## src/rtl/universal_shift_reg.sv

```systemverilog
// ---------------------------------------------------------------------------
// universal_shift_reg
//   Parametrised universal shift register with single-step and burst modes.
//   Supports hold, shift right/left with serial inputs, parallel load, rotate
//   right/left, arithmetic shift right and clear. A burst engine
//   (IDLE -> RUN -> DONE) repeats one latched operation for a step count and
//   reports progress through busy/done.
//
//   Optional feature macro: USR_PARITY_EN (registered even-parity output).
//   Without it, parity is tied low and no parity logic exists.
//
// Ports
//   clk_2      : clock, all state updates on the rising edge
//   reset      : synchronous, active-high; clears all state
//   mode       : operation select (000 hold, 001 SHR, 010 SHL, 011 load,
//                100 ROR, 101 ROL, 110 ASR, 111 clear)
//   ser_in_r   : serial bit entering the MSB on a right shift
//   ser_in_l   : serial bit entering the LSB on a left shift
//   par_in     : parallel load data
//   en         : single-step strobe, honoured only in IDLE
//   start      : burst launch strobe, honoured only in IDLE (wins over en)
//   amount     : burst step count, saturated to NBITS
//   q          : register contents
//   ser_out_r  : q[0]
//   ser_out_l  : q[NBITS-1]
//   busy       : high while the burst engine is in RUN
//   done       : one-cycle pulse when a burst completes
//   parity     : ^q when USR_PARITY_EN is defined, else 0
// ---------------------------------------------------------------------------
module universal_shift_reg #(
   parameter int NBITS = 8,
   parameter int AMT_W = $clog2(NBITS + 1)
) (
   input  logic             clk_2,
   input  logic             reset,
   input  logic [2:0]       mode,
   input  logic             ser_in_r,
   input  logic             ser_in_l,
   input  logic [NBITS-1:0] par_in,
   input  logic             en,
   input  logic             start,
   input  logic [AMT_W-1:0] amount,
   output logic [NBITS-1:0] q,
   output logic             ser_out_r,
   output logic             ser_out_l,
   output logic             busy,
   output logic             done,
   output logic             parity
);

   typedef enum logic [1:0] {
      ST_IDLE,
      ST_RUN,
      ST_DONE
   } state_t;

   localparam logic [AMT_W-1:0] NBITS_AMT = AMT_W'(NBITS);
   localparam logic [AMT_W-1:0] ONE_AMT   = AMT_W'(1);

   state_t             state_reg, state_next;
   logic [2:0]         op_reg, op_next;
   logic [AMT_W-1:0]   cnt_reg, cnt_next;
   logic [NBITS-1:0]   q_reg, q_next;

   logic [2:0]         op_sel;
   logic               top_in;
   logic               bot_in;
   logic [NBITS-1:0]   q_dn;
   logic [NBITS-1:0]   q_up;
   logic [NBITS-1:0]   stepped_q;
   logic [AMT_W-1:0]   amt_sat;
   logic               single_shot;

   // In RUN the latched burst op drives the datapath; otherwise the live mode.
   assign op_sel = (state_reg == ST_RUN) ? op_reg : mode;

   // Bit shifted into the MSB on any right-moving op (SHR, ROR, ASR).
   always_comb begin
      top_in = q_reg[NBITS-1];
      case (op_sel)
         3'b001:  top_in = ser_in_r;
         3'b100:  top_in = q_reg[0];
         default: top_in = q_reg[NBITS-1];
      endcase
   end

   // Bit shifted into the LSB on any left-moving op (SHL, ROL).
   always_comb begin
      bot_in = q_reg[NBITS-1];
      if (op_sel == 3'b010) begin
         bot_in = ser_in_l;
      end
   end

   // One-position moved copies of q with the injected end bits spliced in.
   genvar gi;
   generate
      for (gi = 0; gi < NBITS; gi++) begin : g_shift
         if (gi == NBITS - 1) begin : g_top
            assign q_dn[gi] = top_in;
         end else begin : g_mid_dn
            assign q_dn[gi] = q_reg[gi+1];
         end
         if (gi == 0) begin : g_bot
            assign q_up[gi] = bot_in;
         end else begin : g_mid_up
            assign q_up[gi] = q_reg[gi-1];
         end
      end
   endgenerate

   always_comb begin
      stepped_q = q_reg;
      case (op_sel)
         3'b000:                 stepped_q = q_reg;
         3'b001, 3'b100, 3'b110: stepped_q = q_dn;
         3'b010, 3'b101:         stepped_q = q_up;
         3'b011:                 stepped_q = par_in;
         3'b111:                 stepped_q = '0;
         default:                stepped_q = q_reg;
      endcase
   end

   assign amt_sat     = (amount > NBITS_AMT) ? NBITS_AMT : amount;
   // Hold, load and clear give the same result however often they repeat,
   // so a burst of them finishes after a single step.
   assign single_shot = (op_reg == 3'b000) || (op_reg == 3'b011) ||
                        (op_reg == 3'b111);

   always_comb begin
      state_next = state_reg;
      op_next    = op_reg;
      cnt_next   = cnt_reg;
      q_next     = q_reg;
      case (state_reg)
         ST_IDLE: begin
            if (start) begin
               op_next    = mode;
               cnt_next   = amt_sat;
               state_next = (amount == '0) ? ST_DONE : ST_RUN;
            end else if (en) begin
               q_next = stepped_q;
            end
         end
         ST_RUN: begin
            q_next = stepped_q;
            if ((cnt_reg == ONE_AMT) || single_shot) begin
               cnt_next   = '0;
               state_next = ST_DONE;
            end else begin
               cnt_next = cnt_reg - ONE_AMT;
            end
         end
         ST_DONE: begin
            state_next = ST_IDLE;
         end
         default: begin
            state_next = ST_IDLE;
         end
      endcase
   end

   always_ff @(posedge clk_2) begin
      if (reset) begin
         state_reg <= ST_IDLE;
         op_reg    <= 3'b000;
         cnt_reg   <= '0;
         q_reg     <= '0;
      end else begin
         state_reg <= state_next;
         op_reg    <= op_next;
         cnt_reg   <= cnt_next;
         q_reg     <= q_next;
      end
   end

   assign q         = q_reg;
   assign ser_out_r = q_reg[0];
   assign ser_out_l = q_reg[NBITS-1];
   assign busy      = (state_reg == ST_RUN);
   assign done      = (state_reg == ST_DONE);

`ifdef USR_PARITY_EN
   // Computed from the next value so parity changes in the same cycle as q.
   logic parity_reg;
   always_ff @(posedge clk_2) begin
      if (reset) begin
         parity_reg <= 1'b0;
      end else begin
         parity_reg <= ^q_next;
      end
   end
   assign parity = parity_reg;
`else
   assign parity = 1'b0;
`endif

endmodule

```

## config.mk

```make
export PLATFORM = sky130hd
export DESIGN_NAME = universal_shift_reg
export DESIGN_NICKNAME = d
export VERILOG_FILES = /design/src/rtl/universal_shift_reg.sv
export SDC_FILE = /design/constraint.sdc
export NUM_CORES = 1
export LEC_CHECK = 0
export CORE_UTILIZATION = 34
export CTS_CLUSTER_DIAMETER = 40
export DETAILED_ROUTE_END_ITERATION = 8
export PLACE_DENSITY = 0.62
export SLEW_MARGIN = 20
export SYNTH_ARGS = -nofsm -noshare
export SYNTH_HDL_FRONTEND = slang
export SYNTH_SLANG_ARGS = --single-unit
```

## constraint.sdc

```tcl
create_clock -name clk_2 -period 3.5 [get_ports clk_2]
set_input_delay 0.525 -clock clk_2 [delete_from_list [all_inputs] [get_ports clk_2]]
set_output_delay 0.525 -clock clk_2 [all_outputs]
set_load 0.03 [all_outputs]
```

==> impl_results.md, run 1 <==
- Worst slew pin tran: just under 0.7 ns
- Die X: about 62 um
- Die area: approximately 0.0038 mm^2
- Routed len/inst: about 13 um
- Post-CTS Setup Repair Bufs: 0
- Clock-pin slew on the worst setup and hold paths: approximately 0.12 ns
- Vias in the first global route: about 1,100
- Initial core utilization: 35.8%
- Nets: ~210
- Cell Pwr Density: 373 mW/mm^2
- Total number of vias: about 1,200
- Clk_skew: between 0.01 and 0.015 ns
- Port bufs: 32
- Routed WL: roughly 3000 um
- CP max-delay cell: clkdlybuf4s50_1
- Ys flop type: dfxtp_1
- First-pass GRT wire length: 4660 um
- RD Place Congestion: approximately 0.93
- CTS tree: built
- Post-DR vias/cell: around 5.4
- Period utilization: 69.0%
- Number of flip-flops in the largest register: 8
- Post-synth cell types: between 40 and 50
- Hold Path End: q[0]
- Sequential fraction of the synthesis area: roughly 28%
- Hold slack: 0.532 ns
- DP Worst Slack: between 1 and 1.5 ns
- Post-Syn Instances: ~160
- Total track usage: ~17%
- Leakage power: ~0.57 nW
- Post-CTS sizing: 0
- # rows: 21
- CTS Root Cell: clkbuf_4
- #FFs+latches synth: 17
- Crit Path Class: register to output port
- Final Util: between 40 and 50%
- Syn nets: 180
- Initial DRT Pass Iterations: 4
- RSZ-0062 raised after global routing: no
- Top cell type's share of synthesized area: between 20% and 30%
- Syn avg cell area: roughly 7.7 um^2
- Crit path largest cell delay: roughly 0.7 ns
- Layout cells sized above 1: around 7.1%
- Final Hold Fails: 0
- RR Startpoint: state_reg[1]
- Final ANT Viol Nets: 0
- Met3 usage: about 4.0%
- Htree depth: 1
- Outcome: finished, final reports clean
- Dpl hpwl: 2240 um
- Fill count: between 300 and 400
- WP data required: ~3 ns
- Post-CTS Hold Buffers: 0
- Overflow after GRT: 0
- CTS Buf Count: 3
- GRT busiest layer: met2
- Period minus WS final: between 2 and 2.5 ns
- Final setup vio count: 0
- Post-synth EDFFs: 0
- Peak supply drop: roughly 0.22 mV
- Crit path DAT: approximately 1.9 ns
- CP Cell Sequence: nand2b_4, inv_2, clkdlybuf4s50_1
- Asr flop ratio synth: 0%
- Die Ht: between 60 and 70 um
- Max-slew headroom: 54.4%
- Reg2reg path depth: 6
- Critical path peak fanout: 13
- YS warnings: 0
- Ant diodes: 0
- 1st-iter DRT viols: 52
- CP Launch Type: register
- Max Fclk: 414 MHz
- Worst r2r dst: q[1]
- Synthesis-to-finish area growth: 27.7%
- Final setup margin: between 1 and 1.5 ns
- Hold Crit Depth: 2
- Crit end category: output port
- Sink Count: 17
- Max Cap Violations: 0
- Drt drc: 0
- Antenna violations before repair: 0
- Min-Delay Path Class: register to register
- Mapped cell area: around 0.0012 mm^2
- Clock buffer depth: 2
- Top cells by area, synth: dfxtp_1 (28%), a21oi_1 (7.1%), nand2_1 (6.9%)
- Min-delay src: q[0]
- Slew Viols, Final: 0
- Setup tns final: 0 ns
- GR Util met2: between 20% and 30%
- Flop-to-flop setup slack: 1.41 ns
- Core ar.: 0.00336 mm^2
- # IOs: 34
- Clk_lat worst skew: around 0.30 ns
- Met1 global-route usage: 21.5%
- Post-synth top area cell: dfxtp_1
- Largest net degree at the start of global routing: 19
## layout by cell type, fill, tap and decap left out, types with 3 or more instances in the layout
cell / count
a211oi_1: 6
a21oi_1: 17
a221oi_1: 7
clkbuf_4: 3
clkdlybuf4s50_1: 32
dfxtp_1: 17
inv_1: 7
mux2_2: 3
mux2i_1: 4
nand2_1: 22
nand2b_1: 4
nor2_1: 14
nor2b_1: 3
nor3_1: 4
## logic make-up after synthesis
group | synth area share (%)
AO/OA/AOI/OAI | 25.6
XOR/XNOR | 1.46
adder cells (fa/ha/maj) | 2.08
buffers and inverters | 9.15
flip-flops | 28.3
multiplexers | 6.13
other | 0.312
AND/OR/NAND/NOR | 27.0
## cell usage after synthesis (3+ instances only)
cell and number:
a211oi_1 6, a21oi_1 17, a221oi_1 7, buf_4 4
clkbuf_1 4, dfxtp_1 17, inv_1 7, mux2_2 3
mux2i_1 4, nand2_1 22, nand2b_1 4, nor2_1 14
nor2b_1 3, nor3_1 4
## how the worst max path moves through the flow
stage                  from    to  cells after the start
2_1_floorplan  state_reg[0]  q[0]                      8
3_3_place_gp        mode[1]  q[1]                      6
3_5_place_dp        mode[1]  q[1]                      6
4_1_cts        state_reg[0]  busy                      3
5_1_grt        state_reg[0]  busy                      3
6_report       state_reg[0]  busy                      3
## final cells by class
class,count,area [um^2],area share [%]
repair buffers,33,328,21.3
multi-input cells,120,753,49.0
well taps,46,57.6,3.75
inverters,8,30.0,1.95
clock buffers,3,22.5,1.47
flip-flops and latches,17,340,22.1
clock inverters,1,5.00,0.326
## power breakdown
part	switching (mW)	total [mW]	internal [mW]
Sequential	0.0280	0.242	0.214
Combinational	0.118	0.219	0.101
Clock	0.0684	0.111	0.0425
Total	0.214	0.573	0.358
## metrics by stage
step | std cells | total power, mW | area [um^2]
after floorplan | 157 | 0.395 | 1200
after global placement | 224 | 0.462 | 1510
after detailed placement | 224 | 0.465 | 1510
after CTS | 228 | 0.579 | 1540
after global routing | 228 | 0.614 | 1540
final | 228 | 0.573 | 1540
## worst max-delay path, delay by kind of cell, from the launching register on
family                 cells  cell delay [ns]
buffers and inverters      2             0.87
AND/OR/NAND/NOR            1             0.19
flip-flops                 1             0.54
## per-layer routing
metal	vias to the layer above	wire length, um
met5	-	0
met2	24	1430
met1	579	1400
met4	0	24
li1	615	-
met3	2	110
(Power assumes the default switching activity.)
==> inputs of run 2 (changes only) <==
Clock period 3.5 ns to 2.3 ns, I/O delays scaled along.
==> run 2 against run 1 <==
  * Core utilization is 0.41 points higher
  * Final area is 0.90% higher
  * Clock-buffer cell count is 1 higher
  * Critical path depth stayed put
  * Total power is 54% higher
  * Die area stayed put
  * Routed wire length is 4.4% higher
  * Sequential cell count stayed put
  * Clock skew is 0.0045 ns lower
  * Critical path type unchanged
  * Critical endpoint unchanged
==> impl_results.md, run 2 (synthesis results as in run 1) <==
- Layout cells sized above 1: 8.20% (was 7.14%)
- Dpl hpwl: 2370 um (was 2240 um)
- CTS Root Cell: clkbuf_4 (unchanged)
- # IOs: 34 (unchanged)
- Min-Delay Path Class: register to register (unchanged)
- Die X: 61.5 um (unchanged)
- Critical path peak fanout: 13 (unchanged)
- Most frequent cells in the layout: clkdlybuf4s50_1 (32), nand2_1 (22), a21oi_1 (17), dfxtp_1 (16), nor2_1 (14) (was clkdlybuf4s50_1 (32), nand2_1 (22), a21oi_1 (17), dfxtp_1 (17), nor2_1 (14))
- Max Cap Violations: 0 (unchanged)
- Largest net degree at the start of global routing: 17 (was 19)
- Crit path largest cell delay: 0.69 ns (about the same)
- Synthesis-to-finish area growth: 28.8% (was 27.7%)
- Total track usage: 17.7% (was 16.7%)
- CP max-delay cell: clkdlybuf4s50_1 (unchanged)
- Htree depth: 1 (unchanged)
- Final setup margin: 0.132 ns (was 1.09 ns)
- Nets: 207 (was 206)
- CTS Buf Count: 3 (unchanged)
- Post-DR vias/cell: 5.42 (was 5.35)
- Post-CTS Hold Buffers: 0 (unchanged)
- Initial core utilization: 35.8% (unchanged)
- Total number of vias: 1,242 (was 1,220)
- Post-DP Area: 0.00152 mm^2 (was 0.00151 mm^2)
- Outcome: finished, final reports clean (unchanged)
- Routed WL: 3090 um (was 2960 um)
- CP Cell Sequence: nand2b_4, inv_2, clkdlybuf4s50_1 (unchanged)
- Number of flip-flops in the largest register: 8 (unchanged)
- Max Fclk: roughly 460 MHz
- 1st-iter DRT viols: 60 (was 52)
- Cell Pwr Density: 567 mW/mm^2 (was 373 mW/mm^2)
- Clk_skew: 0.00692 ns (was 0.0114 ns)
- Final setup vio count: 0 (unchanged)
- Post-route cell area: 0.00155 mm^2 (was 0.00154 mm^2)
- Leakage power: 0.577 nW (was 0.572 nW)
- Antenna violations before repair: 0 (unchanged)
- Crit Path Class: register to output port (unchanged)
- Clk_lat worst skew: 0.30 ns (about the same)
- CP Launch Type: register (unchanged)
- First-pass GRT wire length: 4890 um (was 4660 um)
- Period utilization: a little over nine tenths
- Core ar.: 0.00336 mm^2 (unchanged)
- WP data required: 1.96 ns (was 2.97 ns)
- Routed len/inst: 13.5 um (was 13.0 um)
- Port bufs: 32 (unchanged)
- Crit end category: output port (unchanged)
- RD Place Congestion: 0.893 (was 0.927)
- Post-CTS Setup Repair Bufs: 0 (unchanged)
- Clock buffer depth: 2 (unchanged)
- Slew Viols, Final: 0 (unchanged)
- Clock-pin slew on the worst setup and hold paths: 0.10 ns (was 0.12 ns)
- Initial DRT Pass Iterations: 4 (unchanged)
- Final ANT Viol Nets: 0 (unchanged)
- Setup tns final: 0 ns (unchanged)
- Sink Count: 17 (unchanged)
- Crit path DAT: 1.82 ns (was 1.89 ns)
- Period minus WS final: about 2.2 ns
- Final Hold Fails: 0 (unchanged)
- Most common cell after layout, fill and taps aside: clkdlybuf4s50_1 (unchanged)
- Die Ht: 61.5 um (unchanged)
- Die area: 0.00378 mm^2 (unchanged)
- Ant diodes: 0 (unchanged)
- Overflow after GRT: 0 (unchanged)
- # rows: 21 (unchanged)
- Peak supply drop: 0.346 mV (was 0.222 mV)
- CTS tree: built (unchanged)
- Drt drc: 0 (unchanged)
- DP Worst Slack: -0.00371 ns (was 1.07 ns)
- RSZ-0062 raised after global routing: no (unchanged)
- Vias in the first global route: 1,082 (was 1,056)
run 2: changes by cell type in the layout (fill, tap and decap cells not counted), sizes merged:
| cell | delta |
|---|---|
| buf | +1 |
| clkbuf | +1 |
| clkinv | -1 |
run 2: repair_timing:
action,CTS,global route
setup endpoints to repair,0,4
resized for setup,0,2
hold endpoints to repair,0,0
run 2: through the flow:
stage / power [mW] / instances / hold WS, ns / util (%)
global placement: 0.704 / 225 / 0.512 / 45.1
finish: 0.879 / 229 / 0.529 / 46.1
CTS: 0.882 / 229 / 0.529 / 45.9
floorplan: 0.602 / 157 / 0.481 / -
detailed placement: 0.713 / 225 / 0.513 / 45.1
global route: 0.934 / 229 / 0.585 / 46.1
run 2: final timing paths:
path / startpoint / endpoint / slack, ns / depth (start not counted)
max: state_reg[1] / busy / 0.13 / 3
min: cnt_reg[1] / cnt_reg[1] / 0.53 / 2
min reg2reg: cnt_reg[1] / cnt_reg[1] / 0.53 / 2
max reg2reg: state_reg[1] / q[1] / 0.22 / 6
run 2: final cells by class:
type / instances / area, um^2
Tap cell: 46 / 57.6
Fill cell: 367 / 1810
Multi-Input combinational cell: 120 / 759
Sequential cell: 17 / 342
Timing Repair Buffer: 34 / 335
Inverter: 8 / 30.0
Clock buffer: 4 / 26.3
run 2: report_power, final:
part | internal (mW) | leakage (nW) | switching [mW]
Sequential | 0.326 | 0.140 | 0.0428
Clock | 0.0677 | 0.0150 | 0.103
Combinational | 0.157 | 0.421 | 0.183
Total | 0.551 | 0.577 | 0.328
run 2: worst max-delay path: cells and delay by family, from the launching register on:
kind          cells  cell delay, ns
simple gates      1            0.26
flops             1            0.40
buf+inv           2            0.87
run 2: layer usage:
metal	GRT usage (%)	vias up	wire length [um]
met4	4.76	0	31
met1	23.4	589	1400
met3	3.78	4	131
met2	29.2	30	1540
li1	-	619	-
met5	0	-	0
